--- config.mk ---
export PLATFORM = sky130hd
export DESIGN_NAME = seq_restoring_divider
export DESIGN_NICKNAME = d
export VERILOG_FILES = /design/src/rtl/seq_restoring_divider.sv
export SDC_FILE = /design/constraint.sdc
export NUM_CORES = 1
export LEC_CHECK = 0
export BUFFER_PORTS_ARGS = -buffer_cell sky130_fd_sc_hd__buf_2
export CELL_PAD_IN_SITES_DETAIL_PLACEMENT = 1
export CELL_PAD_IN_SITES_GLOBAL_PLACEMENT = 1
export CORE_MARGIN = 3
export CORE_UTILIZATION = 45
export CTS_CLUSTER_SIZE = 14
export DETAILED_ROUTE_END_ITERATION = 8
export PLACE_DENSITY = 0.9
export SYNTH_ARGS = -nofsm -noshare
export SYNTH_HDL_FRONTEND = slang
export SYNTH_SLANG_ARGS = --single-unit
--- constraint.sdc ---
create_clock -name clk -period 2.7 [get_ports clk]
set_input_delay 0 -clock clk [delete_from_list [all_inputs] [get_ports clk]]
set_output_delay 0 -clock clk [all_outputs]
set_load 0.1 [all_outputs]
--- src/rtl/seq_restoring_divider.sv ---
// Multi-cycle unsigned restoring divider.
// One quotient bit is resolved per clock, MSB first. A zero divisor is
// flagged without entering the iterative loop and reports its result one
// edge after acceptance.
module seq_restoring_divider #(
    parameter int unsigned WIDTH = 8
) (
    input  logic             clk,
    input  logic             rst,
    input  logic             start,
    input  logic [WIDTH-1:0] dividend,
    input  logic [WIDTH-1:0] divisor,
    output logic             busy,
    output logic             done,
    output logic [WIDTH-1:0] quotient,
    output logic [WIDTH-1:0] remainder,
    output logic             div_by_zero
);

    localparam int unsigned CW = (WIDTH > 1) ? $clog2(WIDTH) : 1;

    typedef enum logic {
        S_IDLE = 1'b0,
        S_RUN  = 1'b1
    } state_t;

    state_t state, state_n;

    // Working registers: partial remainder, shifting dividend/quotient, divisor, step counter
    logic [WIDTH-1:0] r_q, r_n;
    logic [WIDTH-1:0] q_q, q_n;
    logic [WIDTH-1:0] d_q, d_n;
    logic [CW-1:0]    cnt_q, cnt_n;

    // Zero-divisor result pending for the edge after acceptance
    logic             pend_q, pend_n;
    logic [WIDTH-1:0] pdiv_q, pdiv_n;

    // Next values of the registered outputs
    logic             busy_n, done_n, dbz_n;
    logic [WIDTH-1:0] quot_n, rem_n;

    // One restoring step; the shifted remainder keeps WIDTH+1 bits so a
    // divisor near 2^WIDTH-1 cannot overflow the trial subtraction.
    logic [WIDTH:0]   shifted_c;
    logic [WIDTH:0]   diff_c;
    logic             ge_c;
    logic [WIDTH-1:0] r_step_c;
    logic [WIDTH-1:0] q_step_c;

    assign shifted_c = {r_q, q_q[WIDTH-1]};
    assign diff_c    = shifted_c - {1'b0, d_q};
    assign ge_c      = (shifted_c >= {1'b0, d_q});
    // Either choice is below the divisor, so the top bit is always zero
    assign r_step_c  = ge_c ? WIDTH'(diff_c) : WIDTH'(shifted_c);
    assign q_step_c  = {q_q[WIDTH-2:0], ge_c};

    // State register
    always_ff @(posedge clk or posedge rst) begin
        if (rst) begin
            state <= S_IDLE;
        end else begin
            state <= state_n;
        end
    end

    // Next-state logic
    always_comb begin
        state_n = state;
        case (state)
            S_IDLE: begin
                if (start && (divisor != '0)) begin
                    state_n = S_RUN;
                end
            end
            S_RUN: begin
                if (cnt_q == '0) begin
                    state_n = S_IDLE;
                end
            end
            default: state_n = S_IDLE;
        endcase
    end

    // Datapath and output next-value logic
    always_comb begin
        r_n    = r_q;
        q_n    = q_q;
        d_n    = d_q;
        cnt_n  = cnt_q;
        pend_n = 1'b0;
        pdiv_n = pdiv_q;
        busy_n = busy;
        done_n = 1'b0;
        quot_n = quotient;
        rem_n  = remainder;
        dbz_n  = div_by_zero;

        // A zero-divisor request accepted last edge reports now
        if (pend_q) begin
            done_n = 1'b1;
            quot_n = '1;
            rem_n  = pdiv_q;
            dbz_n  = 1'b1;
        end

        case (state)
            S_IDLE: begin
                if (start) begin
                    if (divisor != '0) begin
                        r_n    = '0;
                        q_n    = dividend;
                        d_n    = divisor;
                        cnt_n  = CW'(WIDTH - 1);
                        busy_n = 1'b1;
                    end else begin
                        pend_n = 1'b1;
                        pdiv_n = dividend;
                    end
                end
            end
            S_RUN: begin
                r_n = r_step_c;
                q_n = q_step_c;
                if (cnt_q == '0) begin
                    quot_n = q_step_c;
                    rem_n  = r_step_c;
                    dbz_n  = 1'b0;
                    done_n = 1'b1;
                    busy_n = 1'b0;
                end else begin
                    cnt_n = cnt_q - CW'(1);
                end
            end
            default: begin
                busy_n = 1'b0;
            end
        endcase
    end

    // Datapath and output registers
    always_ff @(posedge clk or posedge rst) begin
        if (rst) begin
            r_q         <= '0;
            q_q         <= '0;
            d_q         <= '0;
            cnt_q       <= '0;
            pend_q      <= 1'b0;
            pdiv_q      <= '0;
            busy        <= 1'b0;
            done        <= 1'b0;
            quotient    <= '0;
            remainder   <= '0;
            div_by_zero <= 1'b0;
        end else begin
            r_q         <= r_n;
            q_q         <= q_n;
            d_q         <= d_n;
            cnt_q       <= cnt_n;
            pend_q      <= pend_n;
            pdiv_q      <= pdiv_n;
            busy        <= busy_n;
            done        <= done_n;
            quotient    <= quot_n;
            remainder   <= rem_n;
            div_by_zero <= dbz_n;
        end
    end

endmodule

# Word-level counts from Yosys, hierarchy flattened
# Index checks and enable logic that the tools add are counted.
[totals]
ff_bits = 56
out_inout_bits = 19
[op_classes]
muxes = 33
n_eq_ne = 4
order_cmp = 1
n_reduce_logical = 8
n_addsub = 2
bitwise = 2
[ops]
columns = ["operator", "count"]
rows = [
  ["2-to-1 mux 8 bit", 11],
  ["one-hot mux 8 bit (2 select lines)", 2],
  ["2-to-1 mux 1 bit", 14],
  ["AND reduction 3 bit", 4],
  [">= comparator 9 x 8 -> 1 bit", 1],
  ["2-to-1 mux 3 bit", 3],
  ["nonzero test 8 bit", 1],
  ["subtractor 8 bit", 1],
  ["inequality test 2 bit, second input constant", 3],
  ["one-hot mux 3 bit (2 select lines)", 1],
  ["one-hot mux 1 bit (2 select lines)", 2],
  ["logical NOT 3 bit", 1],
  ["subtractor 3 x 1 -> 3 bit, second input constant", 1],
  ["inequality test 2 x 1 -> 1 bit, second input constant", 1],
  ["inverter 1 bit", 2],
  ["AND reduction 2 bit", 1],
  ["logical AND 1 bit", 1],
]

# Depth between registers and ports, before layout
[logic_depth]
ltp_word = 4
depth_mapped = 9
mapped_depth_nobuf = 9

# Least setup slack after synthesis
# No wires, ideal clock.
[synth_path]
kind = "reg-to-reg"
start = "reg q_q[7]"
end = "reg remainder[6]"
synth_period_minus_slack_ns = 2.070
arrival_ns = 1.983
required_ns = 2.613
path_stages_with_launch = 10
setup_slack_ns = 0.630
n_path_buf = 0
path_cell_list = "dfrtp_1 inv_1 ha_1 inv_1 fa_1 a211o_1 a2111oi_0 nand4b_1 o21ai_1 a22oi_1"
[synth_between]
elab_chain_cells = 4
elab_cells_between_ends = 5
cone_classes = "add/sub: 1; order compare: 1; mux: 3"
[synth_rtl]
columns = ["item", "line", "rtl"]
rows = [
  ["start: declaration", "31", "logic [WIDTH-1:0] q_q, q_n;"],
  ["start signal: assignment", "157", "q_q <= q_n;"],
  ["subtractor 8 bit / >= comparator 9 x 8 -> 1 bit (equally long branches)", "52, 53", ""],
  ["2-to-1 mux 8 bit (*)", "55", "assign r_step_c = ge_c ? WIDTH'(diff_c) : WIDTH'(shifted_c);"],
  ["2-to-1 mux 8 bit (*)", "125", "if (cnt_q == '0) begin"],
  ["2-to-1 mux 8 bit (*)", "107", "case (state)"],
  ["net rem_n[6]", "41", "logic [WIDTH-1:0] quot_n, rem_n;"],
  ["end signal: assignment", "165", "remainder <= rem_n;"],
  ["end: declaration", "16", "output logic [WIDTH-1:0] remainder,"],
]
# The timed path passes the listed nets; every way through them passes the cells marked *.
# A chain may end at the register's enable or synchronous reset.

# Worst setup path in the final report
[layout_path]
start = "reg r_q[4]"
end = "reg remainder[0]"
[layout_between]
elab_chain_cells = 4
[layout_rtl]
columns = ["item", "line", "rtl"]
rows = [
  ["start: declaration", "30", "logic [WIDTH-1:0] r_q, r_n;"],
  ["start signal: assignment", "156", "r_q <= r_n;"],
  [">= comparator 9 x 8 -> 1 bit", "53", "assign ge_c = (shifted_c >= {1'b0, d_q});"],
  ["2-to-1 mux 8 bit", "55", ""],
  ["2-to-1 mux 8 bit", "125", ""],
  ["2-to-1 mux 8 bit", "107", ""],
  ["net rem_n[0]", "41", ""],
]
# The timed path passes the listed nets, and every way through them passes these cells.

==> run_results.csv <==
group,metric,value,unit
run_status,status,"completed",
logic_synthesis,syn_avg_cell_area,10.2,sq um
clock_tree,clkLatencyLatePin,0.31,ns
final_layout,antenna_cells,0,
sta,final_hold_viol_count,0,
placement,place_area,0.00316,sq mm
sta,tns,0,ns
final_layout,fin_nets,368,
sta,clock_skew,0.00461,ns
sta,fin_crit_sh,91.7,%
logic_synthesis,synth_edf_count,0,
final_layout,synthToLayoutAreaGrowth,18.7,%
logic_synthesis,syn_inst,285,
floorplanning,io_pins,38,
final_layout,final_area,0.00344,sq mm
sta,min_period,2.47,ns
critical_path,worstSetupPathType,"reg2reg",
placement,port_buffers,37,
critical_path,cp_max_fo,10,
floorplanning,num_rows,28,
min_path,hold_class,"in2async",
critical_path,crit_path_start_kind,"flip-flop",
grt,first_global_vias,2608,
logic_synthesis,synthArstFlopShare,100,%
grt,grt_usage,22.7,%
critical_path,critical_path.top_delay_family,"compound AO/OA/AOI/OAI gates",
grt,grt_pass1_wl,13200,um
clock_tree,cts_buffers,5,
logic_synthesis,syn_nets,315,
critical_path,worst_path_max_delay_cell,"o221a_1",
critical_path,path_buf_inv,0,
sta,drv_slew,0,
logic_synthesis,yosysWarnings,0,
routing,drtIter0Drc,226,
clock_tree,cts_tree,"done",
routing,firstDrtPassIters,7,
clock_tree,cts_resized,0,
critical_path,cp_cell_sequence,"ha_1 -> and2_1 -> and3b_1 -> o221a_1 -> nor2_4 -> a311oi_1",
routing,via_per_inst,5.90,
routing,drc,0,
logic_synthesis,syn_area,0.00290,sq mm
floorplanning,chipHeight,86.2,um
final_layout,drive_above_1_share,21.2,%
sta,finalSetupViolCount,0,
floorplanning,start_util,47.8,%
floorplanning,core_area,0.00606,sq mm
clock_tree,cts_setup_buffers,0,
sta,rsz0062_at_grt,"false",
critical_path,required,2.89,ns
clock_tree,htreeDepth,2,
floorplanning,fp.dieW,86.2,um
clock_tree,cts_max_path_buffers,2,
clock_tree,clock-sinks,56,
grt,grt_max_degree,43,
grt,antenna_found_initial,0,
sta,timing.hold.ws,0.166,ns
routing,vias,2441,
clock_tree,clockRootBuffer,"clkbuf_8",
routing,wire_per_inst,19.3,um
floorplanning,die-area,0.00744,sq mm
logic_synthesis,synth.ff_latch_count,56,
routing,antenna_left,0,
logic_synthesis,yosysUniqueCellTypes,53,
logic_synthesis,synth-seq-area-share,48.4,%
critical_path,critPathArrivalTime,2.67,ns
sta,timing.slew.headroom,38.3,%
flow_run,maxCapViolCount,0,
sta,clock.fmax,404,MHz
critical_path,slowest_delay,0.55,ns
logic_synthesis,ys.flop_type,"dfrtp_1",
placement,hpwlAfterDp,5660,um
routing,wirelength,7990,um
final_layout,fin_util,56.8,%
placement,place_congestion,0.820,
grt,grt_overflow_total,0,
clock_tree,clk_pin_slew,0.10,ns
sta,tightestPinTransition,0.925,ns
critical_path,end_kind,"flip-flop",
[logic make-up (layout without fill, tap and decap cells)]
group / count (synthesis) / count (layout) / share of synthesized area [%]
AND/OR/NAND/NOR: 82 / 82 / 14.4
AO/OA/AOI/OAI: 81 / 81 / 20.5
flip-flops: 56 / 56 / 48.4
buffers and inverters: 38 / 92 / 5.66
multiplexers: 13 / 13 / 4.88
adder cells (fa/ha/maj): 11 / 11 / 5.01
XOR/XNOR: 4 / 4 / 1.21
[Yosys cell counts, types with 2 or more instances]
library cell / number / area, sq um
o211ai_1: 2 / 15.0
nor4_1: 4 / 25.0
nand3_1: 2 / 10.0
nand2_1: 39 / 146
nor2_1: 5 / 18.8
clkbuf_1: 8 / 30.0
mux2i_1: 4 / 40.0
a311oi_1: 2 / 17.5
o311ai_1: 2 / 17.5
nand4_1: 5 / 31.3
inv_1: 22 / 82.6
a222oi_1: 7 / 70.1
a32oi_1: 2 / 17.5
xnor2_1: 3 / 26.3
buf_6: 2 / 22.5
a31oi_1: 6 / 37.5
nor4_2: 2 / 25.0
ha_1: 10 / 125
and2_1: 3 / 18.8
dfrtp_1: 56 / 1400
and3_1: 2 / 12.5
a211oi_1: 8 / 60.1
a21o_1: 3 / 22.5
o31ai_1: 3 / 22.5
buf_2: 5 / 25.0
mux2_2: 9 / 101
a22oi_1: 3 / 22.5
o21ai_0: 21 / 105
nor2b_1: 6 / 37.5
nor3_1: 6 / 30.0
a2111oi_0: 2 / 17.5
a21oi_1: 10 / 50.1
[worst register-to-register path, delay by kind of cell, from the launching register on]
kind | cells | cell delay (ns)
flip-flops | 1 | 0.44
adder cells (fa/ha/maj) | 1 | 0.39
AND/OR/NAND/NOR | 3 | 0.59
AO/OA/AOI/OAI | 2 | 0.94
[sequential cells by signal, summed over array words and instances (netlist names)]
register	flops
remainder	8
done	1
pdiv_q	8
d_q	8
cnt_q	3
pend_q	1
q_q	8
quotient	8
busy	1
div_by_zero	1
state	1
r_q	8
[final cells by class]
type                    instances  area (sq um)
clock buffers                   5          68.8
clock inverters                 3          46.3
fillers                       677          2620
inverters                      22          82.6
multi-input cells             191          1330
flip-flops and latches         56          1400
well taps                      75          93.8
repair buffers                 62           415
[layer usage]
layer / vias to the layer above / share of wire, % / routed length (um) / GRT usage (%)
li1: 1142 / - / - / -
met1: 1225 / 44 / 3520 / 29.6
met2: 65 / 51 / 4060 / 39.4
met3: 9 / 3.9 / 313 / 3.61
met4: 0 / 1.2 / 95 / 6.52
met5: - / 0 / 0 / 0
[repair_timing]
item / 4_1_cts / 5_1_grt
hold buffers: 17 / 0
hold endpoints to repair: 38 / 0
endpoints found under the setup margin: 0 / 0
[per-stage QoR]
| stage | instances | setup slack, ns |
|---|---|---|
| finish | 414 | 0.225 |
| global route | 414 | 0.130 |
| CTS | 414 | 0.285 |
| detailed placement | 389 | 0.312 |
| global placement | 389 | 0.474 |
| floorplan | 285 | 0.630 |
[layout by cell type, fill, tap and decap left out, drive strengths merged, types with 2 or more instances in the layout]
cell	instances
xnor2	3
a32oi	2
or2	2
nor2	6
a311oi	2
o221ai	2
mux2i	4
a21o	3
nor4	6
nor2b	6
buf	45
ha	10
nand3	2
nor3	6
dfrtp	56
a21oi	11
o31ai	3
a2111oi	2
inv	23
o211ai	2
o21ai	22
and3	2
nand2	39
a222oi	7
dlygate4sd3	17
a22oi	3
and2	4
a211oi	8
mux2	9
clkbuf	5
a31oi	6
nand4	5
o311ai	2
[path summary, 6_finish.rpt]
check | to | slack (ns) | startpoint | cells after the start
hold reg to reg | quotient[2] | 0.51 | quotient[2] | 2
hold / removal | done | 0.17 | rst | 3
max in group asynchronous | r_q[6] | 1.72 | rst | 4
min in group clk | state | 0.19 | start | 3
setup / recovery | remainder[0] | 0.23 | r_q[4] | 6
setup reg to reg | remainder[0] | 0.23 | r_q[4] | 6
Power is left out: the tool's default activity adds up to more than one toggle a clock period on the data nets, which glitch-free logic cannot reach.
